<file path="src/rtl/pcm_pkg.sv">
// pcm_pkg
//   Definitions shared by the PCM memory manager, the per-core arbiter and
//   the per-CPU request registers in front of them.
//   - PCM_ADDR_W / PCM_DATA_W : default address and data widths
//   - pcm_req_state_t         : request-register FSM state (IDLE, SCHED)
package pcm_pkg;

    localparam int PCM_ADDR_W = 20;
    localparam int PCM_DATA_W = 16;

    typedef enum logic {
        IDLE  = 1'b0,
        SCHED = 1'b1
    } pcm_req_state_t;

endpackage : pcm_pkg

</file>
<file path="src/rtl/pcm_mm_req_reg.sv">
// pcm_mm_req_reg
//   Per-CPU request register between one CPU port and the shared PCM
//   memory-manager arbiter. A new CPU access is detected and its address
//   latched. schedule is raised until the arbiter reports resolved. The
//   result is then handed back to the CPU with cpu_ready.
//
// Ports
//   clk        in   system clock, rising edge
//   reset      in   asynchronous, active-high reset
//   addr       in   [ADDR_W] CPU access address
//   cpu_write  in   1 = write access, 0 = read access
//   cpu_in     in   [DATA_W] CPU write data (sampled directly by the arbiter)
//   data_in    in   [DATA_W] read data from the memory manager
//   resolved   in   memory manager completed the scheduled request this cycle
//   schedule   out  request pending towards the arbiter
//   addr_reg   out  [ADDR_W] latched address of the current or last request
//   cpu_out    out  [DATA_W] data returned to the CPU
//   cpu_ready  out  last request done and still matches the CPU's access
//
// Handshake: schedule acts as the request valid. Once raised it stays high,
// with addr_reg and the latched direction stable, until a cycle in which
// resolved=1; that edge retires the request. resolved outside a pending
// request carries no meaning and is ignored. cpu_ready then stays high for
// as long as the CPU keeps presenting the same address and direction.
module pcm_mm_req_reg
    import pcm_pkg::*;
#(
    parameter int ADDR_W = PCM_ADDR_W,
    parameter int DATA_W = PCM_DATA_W
) (
    input  logic              clk,
    input  logic              reset,
    input  logic [ADDR_W-1:0] addr,
    input  logic              cpu_write,
    input  logic [DATA_W-1:0] cpu_in,
    input  logic [DATA_W-1:0] data_in,
    input  logic              resolved,
    output logic              schedule,
    output logic [ADDR_W-1:0] addr_reg,
    output logic [DATA_W-1:0] cpu_out,
    output logic              cpu_ready
);

    pcm_req_state_t state_q;
    pcm_req_state_t state_d;

    logic              valid_q;
    logic              wr_reg_q;
    logic              new_req;

    logic              valid_d;
    logic              wr_reg_d;
    logic              schedule_d;
    logic              cpu_ready_d;
    logic [ADDR_W-1:0] addr_reg_d;
    logic [DATA_W-1:0] cpu_out_d;

    // valid_q forces the first access after reset to be scheduled, even if
    // it targets address 0 as a read (which would otherwise match the
    // reset values of addr_reg / wr_reg).
    assign new_req = !valid_q || (addr != addr_reg) || (cpu_write != wr_reg_q);

    // State register
    always_ff @(posedge clk or posedge reset) begin
        if (reset) begin
            state_q <= IDLE;
        end else begin
            state_q <= state_d;
        end
    end

    // Next-state logic
    always_comb begin
        state_d = state_q;
        case (state_q)
            IDLE:    if (new_req)  state_d = SCHED;
            SCHED:   if (resolved) state_d = IDLE;
            default: state_d = IDLE;
        endcase
    end

    // Output logic: next values of the registered outputs and latches.
    // Everything holds by default, so an IDLE cycle with a repeated access
    // keeps returning the cached result without memory traffic.
    always_comb begin
        valid_d     = valid_q;
        wr_reg_d    = wr_reg_q;
        schedule_d  = schedule;
        cpu_ready_d = cpu_ready;
        addr_reg_d  = addr_reg;
        cpu_out_d   = cpu_out;
        case (state_q)
            IDLE: begin
                if (new_req) begin
                    addr_reg_d  = addr;
                    wr_reg_d    = cpu_write;
                    valid_d     = 1'b1;
                    schedule_d  = 1'b1;
                    cpu_ready_d = 1'b0;
                end
            end
            SCHED: begin
                // Input changes while pending are deliberately not looked at;
                // they are picked up by new_req in the following IDLE cycle.
                if (resolved) begin
                    schedule_d  = 1'b0;
                    cpu_ready_d = 1'b1;
                    // A write echoes the value the CPU wrote.
                    cpu_out_d   = wr_reg_q ? cpu_in : data_in;
                end
            end
            default: ;
        endcase
    end

    // Output and latch registers
    always_ff @(posedge clk or posedge reset) begin
        if (reset) begin
            valid_q   <= 1'b0;
            wr_reg_q  <= 1'b0;
            schedule  <= 1'b0;
            cpu_ready <= 1'b0;
            addr_reg  <= '0;
            cpu_out   <= '0;
        end else begin
            valid_q   <= valid_d;
            wr_reg_q  <= wr_reg_d;
            schedule  <= schedule_d;
            cpu_ready <= cpu_ready_d;
            addr_reg  <= addr_reg_d;
            cpu_out   <= cpu_out_d;
        end
    end

endmodule : pcm_mm_req_reg

</file>
<file path="config.mk">
export PLATFORM = sky130hd
export DESIGN_NAME = pcm_mm_req_reg
export DESIGN_NICKNAME = d
export VERILOG_FILES = /design/src/rtl/pcm_pkg.sv /design/src/rtl/pcm_mm_req_reg.sv
export SDC_FILE = /design/constraint.sdc
export NUM_CORES = 1
export LEC_CHECK = 0
export ABC_AREA = 1
export CORE_MARGIN = 5
export CORE_UTILIZATION = 40
export CTS_CLUSTER_DIAMETER = 200
export DETAILED_ROUTE_END_ITERATION = 10
export PLACE_DENSITY = 0.89
export SYNTH_ARGS = -nofsm -noshare
export SYNTH_HDL_FRONTEND = slang
export SYNTH_SLANG_ARGS = --single-unit
</file>
<file path="constraint.sdc">
create_clock -name clk -period 3.57 [get_ports clk]
set_input_delay 0.8925 -clock clk [delete_from_list [all_inputs] [get_ports clk]]
set_output_delay 0.8925 -clock clk [all_outputs]
set_load 0.02 [all_outputs]
</file>
=== Word level (Yosys, flattened, before mapping) ===
Index checks and enable logic that the tools add are counted.

* Register bits after elaboration: 41
* Word-level logic and storage cells: 28

* Equal/unequal tests: 4
* Multiplexer cells: 10
* Bitwise gates (word level): 1
* Reductions and logical operators: 6

{| class="wikitable"
|+ Operators with widths
! cell !! number
|-
| inequality test 20 bit || 1
|-
| two-way mux 16 bit || 1
|-
| two-way mux 1 bit || 6
|-
| case mux 1 bit (2 select lines) || 3
|-
| AND reduction 2 bit || 3
|-
| inequality test 2 bit (second input constant) || 2
|-
| logical OR 1 bit || 2
|-
| logical NOT 1 bit || 1
|-
| inequality test 1 bit || 1
|-
| NOT 1 bit || 1
|}

=== Longest topological paths before layout ===
* Depth after elaboration: 5
* Depth in mapped cells: 12

=== Least setup slack after synthesis ===
Ideal clock, no wire load.

* Path type: input to register
* Start point: input port addr[19]
* End point: register schedule
* Data arrival time: 1.664 ns
* Required time: 3.433 ns
* Slack: 1.769 ns
* Cell stages on the path: 10
* Buffers on the path: 1
* Path through: inv_1 > nand2_1 > nand2_1 > nor2_1 > nand2_1 > nor2_1 > nand3_2 > nand2_4 > buf_6 > a21oi_1

* Cells in the longest elaborated chain, start to end: 5

{| class="wikitable"
|+ Ends and longest elaborated chain
! what !! RTL line !! text
|-
| start: declaration || pcm_mm_req_reg.sv:33 || <nowiki>input logic [ADDR_W-1:0] addr,</nowiki>
|-
| inequality test 20 bit || pcm_mm_req_reg.sv:61 || <nowiki>assign new_req = !valid_q || (addr != addr_reg) || (cpu_write != wr_reg_q);</nowiki>
|-
| logical OR 1 bit (2 in a row) || pcm_mm_req_reg.sv:61 ||
|-
| inequality test 2 bit (no source line) || n/a ||
|-
| AND reduction 2 bit (no source line) || n/a ||
|-
| end signal: assignment || pcm_mm_req_reg.sv:128 || <nowiki>schedule <= schedule_d;</nowiki>
|-
| end: declaration || pcm_mm_req_reg.sv:38 || <nowiki>output logic schedule,</nowiki>
|}

No other way between the ends.
A chain may end at the register's enable or synchronous reset.

=== Worst setup path in the final report ===
* Start point: input port addr[19]
* End point: register state_q

* Cells in the longest elaborated chain, start to end: 5

{| class="wikitable"
|+ Ends and longest elaborated chain
! what !! RTL line !! text
|-
| inequality test 20 bit || pcm_mm_req_reg.sv:61 ||
|-
| logical OR 1 bit (2 in a row) || pcm_mm_req_reg.sv:61 ||
|-
| two-way mux 1 bit || pcm_mm_req_reg.sv:76 || <nowiki>IDLE: if (new_req) state_d = SCHED;</nowiki>
|-
| case mux 1 bit (2 select lines) || pcm_mm_req_reg.sv:75 || <nowiki>case (state_q)</nowiki>
|-
| net state_d || pcm_mm_req_reg.sv:45 || <nowiki>pcm_req_state_t state_d;</nowiki>
|-
| end signal: assignment || pcm_mm_req_reg.sv:68 || <nowiki>state_q <= state_d;</nowiki>
|-
| end: declaration || pcm_mm_req_reg.sv:44 || <nowiki>pcm_req_state_t state_q;</nowiki>
|}

The timed path passes the listed nets, and every way through them passes these cells.

==> impl_metrics.csv <==
group,metric,value,unit
outcome,status,"completed",
route,dr.first_iter.drc_count,123,
cts,ctsHoldBuffers,0,
synth,synth_area,2113,µm²
synth,async_flop_share,1.000,
final_layout,syn2layout_area_growth,51.45,%
synth,synth-xor-area-share,0.008289,
placement,gp_congestion,0.7815,
die,die_h,82.69,µm
cts,cts_root_buf,"clkbuf_8",
die,num_io_pins,94,
die,core-area,5107,µm²
final_layout,final_cell_mix,"111 x nand2_1, 93 x clkdlybuf4s50_1, 41 x dfrtp_1",
worst_setup_path,crit_path_cell_trace,"clkdlybuf4s50_1, inv_1, nand2_1, nand2_1, nor2_1, nand2_1, nor2_1, nand3_2, nand2_4, o21ai_1",
sta,slew_headroom,0.4274,
final_layout,diodes,0,
cts,cts_resized,0,
run,maxCapViolCount,0,
synth,synth_top_area_cell,"dfrtp_1",
worst_setup_path,crit_family,"simple AND/OR/NAND/NOR gates",
worst_setup_path,endpoint_kind,"register",
cts,numCtsBuffers,5,
die,die_w,82.69,µm
cts,htreeDepth,2,
final_layout,final_common_cell,"nand2_1",
die,dieArea,6837,µm²
sta,worst_pin_slew,0.8577,ns
cts,post_cts_buffers,0,
synth,synth.top_cell.area_share,0.4855,
global_route,grt_pass1_wl,9618,µm
sta,rsz0062_at_grt,"no",
synth,synth-edff-count,0,
synth,synth_ff_type,"dfrtp_1",
global_route,grt_busiest_layer,"met2",
pwr,p_per_area,839.3,nW/µm²
sta,setup_viol,0,
synth,synth.avg_cell_area,7.068,µm²
global_route,grt_overflow_total,0,
cts,clkTransAtPathRegs,0.08,ns
sta,hold_viol_final,0,
placement,post-dp-hpwl,4353,µm
route,ant_nets,0,
final_layout,largest_register_ffs,20,
sta,whs,0.4695,ns
worst_setup_path,crit_path_max_fanout,25,
pwr,p_leak,1.581,nW
worst_setup_path,start_kind,"input pin",
die,start_util,0.4138,
cts,clk_path_buf_depth,2,
synth,synth_seq_cells,41,
global_route,antenna_found_initial,0,
final_layout,final_nets,446,
global_route,grt_util_met1,0.2493,
final_layout,instances_no_fill,461,
worst_setup_path,slowest_stage,"clkdlybuf4s50_1",
global_route,first_global_vias,2028,
placement,dpl.cell_count,453,
worst_setup_path,crit_buf_inv,2,
route,drt_wl_total,5995,µm
global_route,grtUsageMet2,0.2893,
worst_setup_path,ff2ff_setup_slack,1.31,ns
hold_path,hp-class,"register to register",
sta,skew,0.005973,ns
route,routedWlPerCell,13.00,µm
synth,yosysSeqAreaShare,0.4855,
global_route,grt_max_degree,42,
sta,finalSetupTns,0,ns
cts,worstSkewPairLatency,0.28,ns
synth,synth_cell_types,18,
sta,finalCritPeriodShare,0.6358,
route,via_count,2129,
synth,synthAdderAreaFrac,0,
synth,syn-num-nets,355,
sta,timing.final.crit_period,2.270,ns
synth,ys_warn_count,0,
worst_setup_path,worstPathRequired,3.71,ns
synth,synth_compound_area_frac,0.08763,
placement,io_buffers,93,
final_layout,drive_above_1_share,0.03325,
sta,drv_slew,0,
worst_setup_path,cp_slowest_stage_delay,0.50,ns
synth,synth_top_family_by_area,"simple AND/OR/NAND/NOR gates",
global_route,gr-usage-all-layers,0.1825,
sta,fmax,0.4406,GHz
route,firstDrtPassIters,4,
synth,synth.area.mux_share,0,
die,rows,26,
cts,cts_sinks,41,
pwr,vdd_ir_drop_max,0.4194,mV
worst_setup_path,crit_top_cell,"nand2_1",
worst_setup_path,worst_ep_arrival_time,2.41,ns
synth,synth_cells,299,
synth,synth_area_leaders,"dfrtp_1 49%, nand2_1 20%, a21oi_1 7.8%, inv_1 6.4%, nor2_1 6.2%",
worst_setup_path,critical_path_class,"input pin to register",
route,avgViaCountPerCell,4.618,
synth,synth-simple-area-share,0.3215,
route,drcViolationCount,0,
global_route,met3_usage,0.04989,
cts,tritoncts,"built",
## logic make-up after synthesis
kind of cell              Yosys count
AOI/OAI and AO/OA                  37
xor gates and xnor gates            2
DFF                                41
buffers and inverters              49
and+or+nand+nor                   170
## power by group
group	switching [mW]	internal, mW
combinational	0.781	0.628
clock	0.156	0.228
sequential	0.204	0.689
total	1.14	1.55
## layout make-up
class	instances	area, µm²
fill	477	1907
sequential	41	1026
timing repair buffer	95	945.9
multi-input combinational	209	882.1
inverter	38	142.6
tap	70	87.58
clock buffer	7	86.33
clock inverter	1	30.03
## worst paths after layout
path | end | startpoint | cells past startpoint
min reg2reg | valid_q | valid_q | 2
max reg2reg | state_q | wr_reg_q | 9
max in group asynchronous | cpu_out[4] | reset | 2
max | state_q | addr[19] | 10
min | valid_q | valid_q | 2
min in group asynchronous | addr_reg[10] | reset | 2
## layer usage
layer  vias up  share of wire
met5         -              0
met4         0          0.010
met3         6          0.063
met2        64           0.47
met1       960           0.45
li1       1099              -
## per-stage QoR
step	total power [mW]	setup slack, ns	util	cell area (µm²)
global route	2.909	1.099	0.6267	3201
CTS	2.711	1.308	0.6267	3201
finish	2.686	1.300	0.6267	3201
detailed placement	2.320	1.005	0.6039	3084
floorplan	1.684	1.732	-	2113
global placement	2.273	1.055	0.6039	3084
## cells in the mapped netlist, types with 2 or more instances
cell and count:
buf_1 2, xnor2_1 2, nand2_1 111, clkbuf_1 4
inv_1 36, dfrtp_1 41, buf_2 2, o21ai_0 3
nor2_1 35, a21oi_1 33, nand3_1 22, buf_6 2
## tightest hold or removal path, stage by stage, from the launching register on
cell and delay (ns):
dfrtp_1 0.34, inv_1 0.04, nand2_1 0.05
(Power assumes the default switching activity.)
